[src/rtl/gate_sweep_pkg.sv]
// -----------------------------------------------------------------------------
// gate_sweep_pkg
// Shared definitions for the gate sweep sequencer:
//   - sweep_state_e : 3-bit FSM state encoding
//   - SETTLE_W      : width of the settle counter (settle time 0..15)
//   - minterms(n)   : number of input minterms for an n-input unit (2^n)
// -----------------------------------------------------------------------------
package gate_sweep_pkg;

  localparam int SETTLE_W = 4;

  typedef enum logic [2:0] {
    ST_IDLE   = 3'd0,
    ST_DRIVE  = 3'd1,
    ST_SETTLE = 3'd2,
    ST_SAMPLE = 3'd3,
    ST_DONE   = 3'd4
  } sweep_state_e;

  function automatic int minterms(input int n);
    return 32'd1 << n;
  endfunction

endpackage

[src/rtl/sweep_settle_cnt.sv]
// -----------------------------------------------------------------------------
// sweep_settle_cnt
// Loadable down-counter that times the settle interval between driving an
// operand and sampling the unit outputs.
// Ports:
//   clk      : clock, rising edge
//   reset    : asynchronous active-high reset
//   load     : load load_val on the next edge (has priority over dec)
//   load_val : value to load (settle cycles)
//   dec      : decrement by one on the next edge (saturates at 0)
//   expire   : counter currently holds 1, i.e. this is the last settle cycle
// -----------------------------------------------------------------------------
module sweep_settle_cnt
  import gate_sweep_pkg::*;
(
  input  logic                clk,
  input  logic                reset,
  input  logic                load,
  input  logic [SETTLE_W-1:0] load_val,
  input  logic                dec,
  output logic                expire
);

  localparam logic [SETTLE_W-1:0] CNT_ZERO = {SETTLE_W{1'b0}};
  localparam logic [SETTLE_W-1:0] CNT_ONE  = SETTLE_W'(1'b1);

  logic [SETTLE_W-1:0] cnt_r;

  // Counter register: load wins over decrement, decrement stops at zero.
  always_ff @(posedge clk or posedge reset) begin
    if (reset) begin
      cnt_r <= CNT_ZERO;
    end else if (load) begin
      cnt_r <= load_val;
    end else if (dec && (cnt_r != CNT_ZERO)) begin
      cnt_r <= cnt_r - CNT_ONE;
    end else begin
      cnt_r <= cnt_r;
    end
  end

  // Expire on the value 1 so the FSM leaves SETTLE after exactly load_val cycles.
  assign expire = (cnt_r == CNT_ONE);

endmodule

[src/rtl/gate_sweep_ctrl.sv]
// -----------------------------------------------------------------------------
// gate_sweep_ctrl
// Exhaustive sweep sequencer for a small combinational logic unit. On start it
// drives every minterm in ascending order, waits SETTLE cycles, samples the two
// unit outputs and builds their truth tables.
// Optional feature macro: GATE_SWEEP_CHECK_EN -- when defined, records the first
// minterm at which s_in and t_in disagree; otherwise mismatch outputs are 0.
// Parameters:
//   N      : number of unit inputs (M = 2^N minterms)
//   SETTLE : settle cycles between drive and sample, 0..15
// Ports:
//   clk, reset          : clock (rising edge), asynchronous active-high reset
//   start               : sweep request, sampled only in IDLE
//   busy                : sweep in progress (accept edge through last SAMPLE)
//   done                : one-cycle pulse after the last minterm
//   operand [N-1:0]     : unit inputs, equals the current minterm index
//   s_in, t_in          : unit outputs
//   tt_s, tt_t [M-1:0]  : captured truth tables, bit m = output at minterm m
//   mismatch            : s and t differed at some minterm
//   mismatch_idx[N-1:0] : first differing minterm
// -----------------------------------------------------------------------------
module gate_sweep_ctrl
  import gate_sweep_pkg::*;
#(
  parameter int N      = 2,
  parameter int SETTLE = 1
) (
  input  logic                      clk,
  input  logic                      reset,
  input  logic                      start,
  output logic                      busy,
  output logic                      done,
  output logic [N-1:0]              operand,
  input  logic                      s_in,
  input  logic                      t_in,
  output logic [minterms(N)-1:0]    tt_s,
  output logic [minterms(N)-1:0]    tt_t,
  output logic                      mismatch,
  output logic [N-1:0]              mismatch_idx
);

  localparam int                  M          = minterms(N);
  localparam logic [N-1:0]        IDX_ZERO   = {N{1'b0}};
  localparam logic [N-1:0]        IDX_ONE    = N'(1'b1);
  localparam logic [N-1:0]        IDX_LAST   = {N{1'b1}};
  localparam logic [SETTLE_W-1:0] SETTLE_VAL = SETTLE_W'(SETTLE);
  localparam bit                  SETTLE_ZERO = (SETTLE == 0);

  sweep_state_e     state_r;
  sweep_state_e     state_s;
  logic [N-1:0]     idx_r;
  logic [M-1:0]     tt_s_r;
  logic [M-1:0]     tt_t_r;
  logic             busy_r;
  logic             done_r;
  logic             cnt_load_s;
  logic             cnt_dec_s;
  logic             cnt_expire_s;
  logic             accept_s;
  logic             sample_s;

  assign accept_s = (state_r == ST_IDLE) && start;
  assign sample_s = (state_r == ST_SAMPLE);

  sweep_settle_cnt u_settle_cnt (
    .clk      (clk),
    .reset    (reset),
    .load     (cnt_load_s),
    .load_val (SETTLE_VAL),
    .dec      (cnt_dec_s),
    .expire   (cnt_expire_s)
  );

  // Next-state and settle-counter control.
  always_comb begin
    state_s    = state_r;
    cnt_load_s = 1'b0;
    cnt_dec_s  = 1'b0;
    case (state_r)
      ST_IDLE: begin
        if (start) begin
          state_s = ST_DRIVE;
        end else begin
          state_s = ST_IDLE;
        end
      end
      ST_DRIVE: begin
        cnt_load_s = 1'b1;
        if (SETTLE_ZERO) begin
          state_s = ST_SAMPLE;
        end else begin
          state_s = ST_SETTLE;
        end
      end
      ST_SETTLE: begin
        cnt_dec_s = 1'b1;
        if (cnt_expire_s) begin
          state_s = ST_SAMPLE;
        end else begin
          state_s = ST_SETTLE;
        end
      end
      ST_SAMPLE: begin
        if (idx_r == IDX_LAST) begin
          state_s = ST_DONE;
        end else begin
          state_s = ST_DRIVE;
        end
      end
      ST_DONE: begin
        state_s = ST_IDLE;
      end
      default: begin
        state_s = ST_IDLE;
      end
    endcase
  end

  // FSM state register.
  always_ff @(posedge clk or posedge reset) begin
    if (reset) begin
      state_r <= ST_IDLE;
    end else begin
      state_r <= state_s;
    end
  end

  // Index, truth-table capture and registered status flags.
  always_ff @(posedge clk or posedge reset) begin
    if (reset) begin
      idx_r  <= IDX_ZERO;
      tt_s_r <= {M{1'b0}};
      tt_t_r <= {M{1'b0}};
      busy_r <= 1'b0;
      done_r <= 1'b0;
    end else begin
      // Flags are decoded from the next state so they line up with it.
      busy_r <= (state_s == ST_DRIVE) || (state_s == ST_SETTLE) ||
                (state_s == ST_SAMPLE);
      done_r <= (state_s == ST_DONE);
      if (accept_s) begin
        idx_r  <= IDX_ZERO;
        tt_s_r <= {M{1'b0}};
        tt_t_r <= {M{1'b0}};
      end else if (sample_s) begin
        tt_s_r[idx_r] <= s_in;
        tt_t_r[idx_r] <= t_in;
        // Holding at the last minterm keeps operand at M-1 after the sweep.
        if (idx_r != IDX_LAST) begin
          idx_r <= idx_r + IDX_ONE;
        end else begin
          idx_r <= idx_r;
        end
      end else begin
        idx_r <= idx_r;
      end
    end
  end

  // The index register drives the unit directly: it only changes on edges
  // that enter DRIVE, so operand is stable through settle and sample.
  assign operand = idx_r;
  assign tt_s    = tt_s_r;
  assign tt_t    = tt_t_r;
  assign busy    = busy_r;
  assign done    = done_r;

`ifdef GATE_SWEEP_CHECK_EN
  logic         mismatch_r;
  logic [N-1:0] mismatch_idx_r;

  // First-difference checker: once set, later differences are ignored.
  always_ff @(posedge clk or posedge reset) begin
    if (reset) begin
      mismatch_r     <= 1'b0;
      mismatch_idx_r <= IDX_ZERO;
    end else if (accept_s) begin
      mismatch_r     <= 1'b0;
      mismatch_idx_r <= IDX_ZERO;
    end else if (sample_s && (s_in != t_in) && !mismatch_r) begin
      mismatch_r     <= 1'b1;
      mismatch_idx_r <= idx_r;
    end else begin
      mismatch_r     <= mismatch_r;
      mismatch_idx_r <= mismatch_idx_r;
    end
  end

  assign mismatch     = mismatch_r;
  assign mismatch_idx = mismatch_idx_r;
`else
  assign mismatch     = 1'b0;
  assign mismatch_idx = IDX_ZERO;
`endif

endmodule
[config.mk]
export PLATFORM = sky130hd
export DESIGN_NAME = gate_sweep_ctrl
export DESIGN_NICKNAME = d
export VERILOG_FILES = /design/src/rtl/gate_sweep_pkg.sv /design/src/rtl/sweep_settle_cnt.sv /design/src/rtl/gate_sweep_ctrl.sv
export SDC_FILE = /design/constraint.sdc
export NUM_CORES = 1
export LEC_CHECK = 0
export BUFFER_PORTS_ARGS = -buffer_cell sky130_fd_sc_hd__buf_2
export CORE_MARGIN = 2
export CORE_UTILIZATION = 47
export DETAILED_ROUTE_END_ITERATION = 16
export HOLD_SLACK_MARGIN = 0.05
export PLACE_DENSITY = 0.84
export RECOVER_POWER = 100
export SLEW_MARGIN = 20
export SYNTH_ARGS = -nofsm -noshare
export SYNTH_HDL_FRONTEND = slang
export SYNTH_SLANG_ARGS = --single-unit
[constraint.sdc]
create_clock -name clk -period 1.45 [get_ports clk]
set_clock_uncertainty 0.15 [all_clocks]
set_input_delay 0.0725 -clock clk [delete_from_list [all_inputs] [get_ports clk]]
set_output_delay 0.0725 -clock clk [all_outputs]
set_load 0.05 [all_outputs]
Word-level counts from Yosys, hierarchy flattened
Index checks and enable logic that the tools add are counted.
{"block": "word_totals", "regBits": 19}
{"block": "op_classes", "addsub": 2, "n_reduce_logical": 11, "mux": 19, "magnitude_cmp": 2, "eq_ne": 10}
{"cell": "$mux W4", "count": 6}
{"cell": "$eq A3 B2 Y1 const B", "count": 4}
{"cell": "$pmux W3 S4", "count": 1}
{"cell": "$bwmux W4", "count": 2}
{"cell": "$eq A3 B1 Y1 const B", "count": 2}
{"cell": "$mux W2", "count": 3}
{"cell": "$reduce_bool A2 Y1", "count": 3}
{"cell": "$mux W1", "count": 5}
{"cell": "$eq A4 B1 Y1 const B", "count": 1}
{"cell": "$reduce_bool A4 Y1", "count": 1}
{"cell": "$sub A4 B1 Y4 const B", "count": 1}
{"cell": "$eq A3 B3 Y1 const B", "count": 1}
{"cell": "$logic_and A1 B1 Y1", "count": 3}
{"cell": "$logic_not A3 Y1", "count": 1}
{"cell": "$lt A2 B3 Y1 const B", "count": 1}
{"cell": "$mux W3", "count": 1}
{"cell": "$add A2 B1 Y2 const B", "count": 1}
{"cell": "$demux W1 S2", "count": 1}
{"cell": "$eq A2 B2 Y1 const B", "count": 1}
{"cell": "$ge A2 B1 Y1 const B", "count": 1}
{"cell": "$logic_or A1 B1 Y1", "count": 2}
{"cell": "$ne A2 B2 Y1 const B", "count": 1}
{"cell": "$reduce_and A2 Y1", "count": 1}

Longest topological paths before layout
Gate-level depths: netlist (run 1).
{"block": "logic_depth", "word_depth": 7, "depth_mapped": 5, "ltp_nobuf": 5}

Modules after synthesis
From an unflattened synthesis (run 1), not the netlist that was laid out.
{"block": "hier_totals", "cells_unflattened": 92, "hier_area_um2": 1039.7}
{"mod": "gate_sweep_ctrl", "cells_per_inst": 62, "area_per_inst_um2": 753.2, "instances": 1}
{"mod": "sweep_settle_cnt", "cells_per_inst": 30, "area_per_inst_um2": 286.5, "instances": 1}

Least setup slack after synthesis (run 1)
No wires, ideal clock.
{"block": "synth_path", "path_kind": "reg-to-reg", "start": "register idx_r[0] (netlist: operand[0])", "end": "register tt_s_r[3] (netlist: tt_s[3])", "t_required_ns": 1.179, "period_less_slack_ns": 1.742, "stages_incl_launch_ff": 5, "n_path_buf": 0, "setup_slack_ns": -0.292, "arrival_ns": 1.471, "cell_sequence": "dfrtp_1 > ha_1 > and4b_1 > nor2_1 > a22o_1"}
{"block": "synth_via", "elab_chain_len": 7, "elab_cells_between_ends": 8, "cone_classes": "order compare: 2; mux: 5; reduce/logical: 1"}
{"item": "start, declared", "line_no": "gate_sweep_ctrl.sv:51", "text": "logic [N-1:0] idx_r;"}
{"item": "start signal, assigned", "line_no": "gate_sweep_ctrl.sv:150", "text": "idx_r <= idx_r + IDX_ONE;"}
{"item": "start signal, assigned", "line_no": "gate_sweep_ctrl.sv:152", "text": "idx_r <= idx_r;"}
{"item": "start signal, assigned", "line_no": "gate_sweep_ctrl.sv:155", "text": "idx_r <= idx_r;"}
{"item": "$lt A2 B3 Y1 (not written as such) / $ge A2 B1 Y1 (equally long branches)", "line_no": "gate_sweep_ctrl.sv:146", "text": "tt_s_r[idx_r] <= s_in;"}
{"item": "$logic_and A1 B1 Y1 (not written as such)", "line_no": "gate_sweep_ctrl.sv:146"}
{"item": "$mux W1 (not written as such)", "line_no": "gate_sweep_ctrl.sv:146"}
{"item": "$demux W1 S2 *", "line_no": "gate_sweep_ctrl.sv:146"}
{"item": "$bwmux W4 *", "line_no": "gate_sweep_ctrl.sv:146"}
{"item": "$mux W4 *", "line_no": "gate_sweep_ctrl.sv:145", "text": "end else if (sample_s) begin"}
{"item": "$mux W4 *", "line_no": "gate_sweep_ctrl.sv:141", "text": "if (accept_s) begin"}
{"item": "end signal, assigned", "line_no": "gate_sweep_ctrl.sv:132", "text": "tt_s_r <= {M{1'b0}};"}
{"item": "end signal, assigned", "line_no": "gate_sweep_ctrl.sv:143", "text": "tt_s_r <= {M{1'b0}};"}
{"item": "end signal, assigned by index", "line_no": "gate_sweep_ctrl.sv:146"}
{"item": "end, declared", "line_no": "gate_sweep_ctrl.sv:52", "text": "logic [M-1:0] tt_s_r;"}
Mark *: on every way between the ends. The rest lies on a longest branch, timed or not. The select of a mux whose other input is x is not followed.
A chain may end at the register's enable or synchronous reset.

Worst setup path after layout (run 1)
{"block": "layout_path", "start": "register u_settle_cnt.cnt_r[1]", "end": "register u_settle_cnt.cnt_r[3]"}
{"block": "layout_via", "elab_chain_len": 3, "elab_cells_between_ends": 6, "cone_classes": "add/sub: 1; mux: 2; reduce/logical: 3"}
{"item": "start, declared", "line_no": "sweep_settle_cnt.sv:27", "text": "logic [SETTLE_W-1:0] cnt_r;"}
{"item": "start signal, assigned", "line_no": "sweep_settle_cnt.sv:34", "text": "cnt_r <= load_val;"}
{"item": "start signal, assigned", "line_no": "sweep_settle_cnt.sv:36", "text": "cnt_r <= cnt_r - CNT_ONE;"}
{"item": "start signal, assigned", "line_no": "sweep_settle_cnt.sv:38", "text": "cnt_r <= cnt_r;"}
{"item": "$sub A4 B1 Y4 / $reduce_bool A4 Y1 (equally long branches)", "line_no": "sweep_settle_cnt.sv:36, sweep_settle_cnt.sv:35"}
{"item": "$mux W4 / $logic_and A1 B1 Y1 (equally long branches)", "line_no": "sweep_settle_cnt.sv:35", "text": "end else if (dec && (cnt_r != CNT_ZERO)) begin"}
{"item": "$mux W4 / $reduce_bool A2 Y1 (equally long branches)"}
Several ways; a longest one is shown, not always the timed one. The select of a mux whose other input is x is not followed.

==> results of run 1 <==
[flip-flops by register name, indices dropped and copies added, names as in the netlist]
register / flops
operand: 2
u_settle_cnt.cnt_r: 4
tt_s: 4
done: 1
state_r: 3
tt_t: 4
busy: 1
[through the flow]
| step | util | instance area (sq um) | TNS (ns) | std cells | setup WS (ns) |
|---|---|---|---|---|---|
| after CTS | 0.666 | 1320 | -0.401 | 151 | -0.130 |
| after floorplan | - | 1030 | -0.375 | 90 | -0.108 |
| after global routing | 0.705 | 1400 | -1.40 | 156 | -0.204 |
| after detailed placement | 0.610 | 1210 | -0.549 | 140 | -0.157 |
| final | 0.705 | 1400 | -0.654 | 156 | -0.168 |
| after global placement | 0.610 | 1210 | -0.327 | 140 | -0.107 |
[kinds of logic (layout without fill, tap and decap cells)]
kind of cell	Yosys count	count (layout)	share of synthesized area
adders and majority gates	7	7	0.0873
DFF	19	19	0.474
other	1	3	0.00374
AOI/OAI and AO/OA	24	24	0.185
buffers and inverters	13	52	0.0648
and+or+nand+nor	22	22	0.167
muxes	1	1	0.00998
xor gates and xnor gates	1	1	0.00873
[worst paths after layout]
path / from / to / slack, ns / cells past startpoint
max: u_settle_cnt.cnt_r[1] / u_settle_cnt.cnt_r[3] / -0.17 / 4
min: reset / tt_s[3] / 0.23 / 4
max reg2reg: u_settle_cnt.cnt_r[1] / u_settle_cnt.cnt_r[3] / -0.17 / 4
min reg2reg: tt_s[2] / tt_s[2] / 0.36 / 1
max in group asynchronous: reset / operand[0] / 0.56 / 4
min in group clk: tt_s[2] / tt_s[2] / 0.36 / 1
[worst max-delay path: cells and delay by family, from the launching register on]
kind / cells / cell delay, ns
and+or+nand+nor: 1 / 0.53
DFF: 1 / 0.41
AOI/OAI and AO/OA: 2 / 0.29
buffers and inverters: 1 / 0.14
[routing by layer]
layer | GRT usage | part of all wire | vias up | wire (microns)
met5 | 0 | 0 | - | 0
met4 | 0.139 | 0.052 | 0 | 129
met3 | 0.0357 | 0.036 | 15 | 90
met2 | 0.371 | 0.50 | 34 | 1250
met1 | 0.248 | 0.41 | 411 | 1030
li1 | - | - | 406 | -
[placed cells by master (no fill, tap or decap), types with 2 or more instances in the layout]
cell type,Yosys,final
nand2_1,2,2
inv_1,6,4
clkbuf_4,0,3
buf_2,4,4
dlygate4sd3_1,0,4
and4b_1,3,2
dfrtp_1,19,16
a211oi_2,1,2
a32o_1,6,4
conb_1,1,3
buf_4,3,19
a22o_1,2,2
clkbuf_2,0,13
a21oi_4,0,2
ha_1,7,6
nor2_1,3,2
a21oi_1,8,3
a21oi_2,0,3
inv_2,0,2
dfrtp_2,0,3
a32o_2,0,2
[layout make-up]
cell class | count | share of cell area
multi-input combinational | 58 | 0.394
sequential | 19 | 0.343
timing repair buffer | 42 | 0.203
tap | 27 | 0.0242
clock buffer | 3 | 0.0161
inverter | 6 | 0.0161
clock inverter | 1 | 0.00358
[power breakdown]
part,internal (uW),switching [uW],total (uW)
logic,876,1190,2060
registers,735,174,909
clock network,103,180,283
total,1710,1540,3250
[timing repair]
item | 4_1_cts | 5_1_grt
setup endpoints to repair | 10 | 13
gates resized for setup | 6 | 15
hold buffers | 4 | 0
endpoints found under the hold margin | 30 | 0
pin swaps | 3 | 6
setup buffers | 3 | 5
==> results.toml, run 1 <==
[floorplanning]
start_util = 0.506
fp-row-count = 16
ios = 20
coreArea_sq_mm = 0.00198
dieHeight_microns = 50.2
die_w_microns = 50.2
die-area_sq_mm = 0.00252

[sta]
rsz0062_at_grt = "yes"
hold-worst-slack_ns = 0.230
drv_slew = 0
fmax_mhz = 618
period_minus_slack_ns = 1.62
worst_slack_ns = -0.168
hold_viol_final = 0
period_share = 1.12
finalSetupViolations = 10

[placed_design]
gp_congestion = 0.751
port_buffers = 16
dp_hpwl_mm = 1.66

[final_layout]
drive_gt1_frac = 0.504
seqCellArea_sq_um = 479
antenna_cells = 0
fin_nets = 142
multi_input_area_sq_um = 551
area.growth.synth_to_final_pct = 39.2
num-fill-cells = 153

[cts]
cts-root-buf = "clkbuf_4"
cts.clk_slew.worst_paths_ns = 0.12
tritoncts = "built"
clk-insertion-delay-late_ns = 0.31
cts_sinks = 19
cts_buffers = 3
h-tree-depth = 1
clk_path_buf_depth = 2

[routing]
viasPerCell = 5.55
postRouteAntennaNets = 0
num_vias = 866
first_iter_violations = 9
routed_wirelength_mm = 2.49
dr.pass1.iters = 4
drc = 0
wl_per_cell_microns = 16.0

[logic_synthesis]
syn_area_sq_mm = 0.00100
synth.area.top_cells = "dfrtp_1, ha_1, a32o_1"
synth.distinct_cells = 35
yosysSeqAreaShare = 0.474
yosys_warnings = 0
synth_edf_count = 0
netlist.area_leader.share = 0.474
synth_seq_cells = 19
synth_top_cells_by_count = "dfrtp_1, a21oi_1, ha_1, a32o_1, inv_1"
ys.flop_type = "dfrtp_1"
synth.most_common_cell = "dfrtp_1"
avgSynthCellArea_sq_um = 11.4
yosysTopAreaCell = "dfrtp_1"
postSynth.asyncResetShare = 1.00
synthesis.instances = 88

[grt]
grt_pass1_wl_mm = 3.98
grt_overflow_total = 0
grt_antenna_before_repair = 0
grt_max_degree = 20
grt_util_all_layers = 0.216
grt_pass1_vias = 877

[critical_path]
worst_path_max_delay_cell = "or4b_1"
crit_chain = "buf_4 > or4b_1 > a22oi_1 > o22ai_1"
critPathRequiredTime_ns = 1.50
endpoint_kind = "flip-flop"
crit_arrival_ns = 1.67
max_stage_delay_ns = 0.53
cp_max_fo = 2
crit_type = "reg -> reg"
crit_path_start_kind = "flip-flop"

[status]
violations = "negative setup slack"
status = "finished, violations left"

[pwr]
p_per_area_mw_per_mm2 = 2330
cellLeakagePower_uw = 0.000681
power.total_uw = 3250
vdd_drop_max_uv = 1280

[flow_run]
maxCapViolCount = 0

[hold_path]
hold_path.class = "in -> async"
(Power assumes the default switching activity.)
==> run 2: changes to the inputs <==
--- a/config.mk
+++ b/config.mk
@@ -5,7 +5,7 @@
 export SDC_FILE = /design/constraint.sdc
 export NUM_CORES = 1
 export LEC_CHECK = 0
-export BUFFER_PORTS_ARGS = -buffer_cell sky130_fd_sc_hd__buf_2
+export BUFFER_PORTS_ARGS = -buffer_cell sky130_fd_sc_hd__clkbuf_2
 export CORE_MARGIN = 2
 export CORE_UTILIZATION = 47
 export DETAILED_ROUTE_END_ITERATION = 16
==> run 2 against run 1 <==
  * The flow still finishes with violations (negative setup slack)
  * Register-to-register slack barely moved
  * Clock power hardly changed
  * Cell area grew 1.3%
  * Routed wire length down 5.0%
  * Final cell count stayed put
  * Sequential cell count unchanged
  * Hold slack better by 0.012 ns
  * Sequential power is essentially flat
  * Worst setup slack gained 0.0056 ns
  * Combinational power about the same
  * Clock-buffer cell count unchanged
  * Global-route usage is 2.3 points lower
==> results.toml, run 2 (same netlist as run 1, synthesis figures left out) <==
[status]
status = "finished, violations left"
violations = "negative setup slack"

[cts]
clk_path_buf_depth = 2
clk-insertion-delay-late_ns = 0.30
cts-root-buf = "clkbuf_4"
h-tree-depth = 1
cts_sinks = 19
cts.clk_slew.worst_paths_ns = 0.12
cts_buffers = 3
tritoncts = "built"

[sta]
worst_slack_ns = -0.162
drv_slew = 0
rsz0062_at_grt = "yes"
hold_viol_final = 0
period_share = 1.11
finalSetupViolations = 11
period_minus_slack_ns = 1.61
fmax_mhz = 620

[grt]
grt_antenna_before_repair = 0
grt_overflow_total = 0
grt_pass1_wl_mm = 3.62
grt_pass1_vias = 803
grt_max_degree = 20
grt_util_all_layers = 0.193

[pwr]
combPwrFrac = 0.633
internal_power_uw = 1700
p_per_area_mw_per_mm2 = 2290
cellLeakagePower_uw = 0.000693
vdd_drop_max_uv = 1280
sw_frac_of_total = 0.474
clockPowerShare = 0.087
p_sw_uw = 1540
pwr-share-seq = 0.281

[placed_design]
port_buffers = 16
gp_congestion = 0.744
dp_hpwl_mm = 1.61
placed_cell_area_sq_mm = 0.00122
placed_cells = 141
dpl_worst_slack_ns = -0.180

[final_layout]
fin_cells = 156
layout_common_cells = "clkbuf_2, buf_4, dfrtp_1"
fin_nets = 142
final_cell_area_sq_mm = 0.00141
antenna_cells = 0
area.growth.synth_to_final_pct = 40.9
finalCoreUtilization = 0.713
final_common_cell = "clkbuf_2"
drive_gt1_frac = 0.496

[critical_path]
startpoint = "u_settle_cnt.cnt_r[0]"
critPathRequiredTime_ns = 1.49
crit_path_start_kind = "flip-flop"
crit_type = "reg -> reg"
worstRegToRegCells = 4
cp_max_fo = 4
path_buf_inv = 1
max_stage_delay_ns = 0.49
crit_arrival_ns = 1.65
worst_path_max_delay_cell = "or4b_1"
crit_family = "simple AND/OR/NAND/NOR gates"
endpoint_kind = "flip-flop"
crit_chain = "buf_6 > or4b_1 > a22oi_2 > o22ai_1"
cp.depth = 4
r2r-start = "u_settle_cnt.cnt_r[0]"

[floorplanning]
die_w_microns = 50.2
start_util = 0.506
fp-row-count = 16
ios = 20
die-area_sq_mm = 0.00252
coreArea_sq_mm = 0.00198
dieHeight_microns = 50.2

[routing]
wl_per_cell_microns = 15.2
routed_wirelength_mm = 2.37
dr.pass1.iters = 4
num_vias = 858
viasPerCell = 5.50
first_iter_violations = 23
drc = 0
postRouteAntennaNets = 0

[hold_path]
hold_path.class = "in -> async"

[flow_run]
maxCapViolCount = 0
## run 2: routing by layer
layer  wire length (microns)  part of all wire  global-route usage
met5                       0                 0                   0
met2                    1310              0.55               0.331
met3                     110             0.046              0.0268
met4                      31             0.013              0.0833
met1                     914              0.39               0.241
## run 2: final timing paths
path                       slack, ns                    end
min in group clk                0.35                tt_t[2]
setup reg to reg               -0.16  u_settle_cnt.cnt_r[3]
hold / removal                  0.24  u_settle_cnt.cnt_r[3]
setup / recovery               -0.16  u_settle_cnt.cnt_r[3]
max in group asynchronous       0.54             operand[0]
hold reg to reg                 0.35                tt_t[2]
## run 2: power groups by stage
stage               clock network (uW)  logic [uW]  registers [uW]
floorplan                            0         816            1300
global placement                     0        1630             903
detailed placement                   0        1700             922
CTS                                275        1820             907
global route                       301        2200             933
finish                             280        2050             908
## run 2: per-stage QoR
| step | total power (uW) | hold WS [ns] | TNS (ns) |
|---|---|---|---|
| 2_1_floorplan | 2120 | -0.127 | -0.375 |
| 3_3_place_gp | 2540 | -0.0699 | -0.339 |
| 3_5_place_dp | 2620 | -0.0574 | -0.799 |
| 4_1_cts | 3000 | 0.165 | -0.488 |
| 5_1_grt | 3440 | 0.305 | -1.43 |
| 6_report | 3240 | 0.242 | -0.723 |
## run 2: final cells by class
class / count / area (sq um)
timing repair buffer: 42 / 284
tap: 27 / 33.8
fill: 136 / 568
inverter: 6 / 22.5
multi-input combinational: 58 / 567
clock inverter: 1 / 5.00
sequential: 19 / 479
clock buffer: 3 / 22.5
## run 2: what timing repair did
action	in CTS	in global routing
setup endpoints to repair	10	13
buffers inserted	3	4
endpoints found under the hold margin	30	0
pin swaps	2	7
hold buffers	4	0
resized for setup	6	17
## run 2: worst reg2reg max path, delay by kind of cell (launching register included)
kind / cells / cell delay (ns)
AOI/OAI and AO/OA: 2 / 0.30
buffers and inverters: 1 / 0.13
and+or+nand+nor: 1 / 0.49
DFF: 1 / 0.42
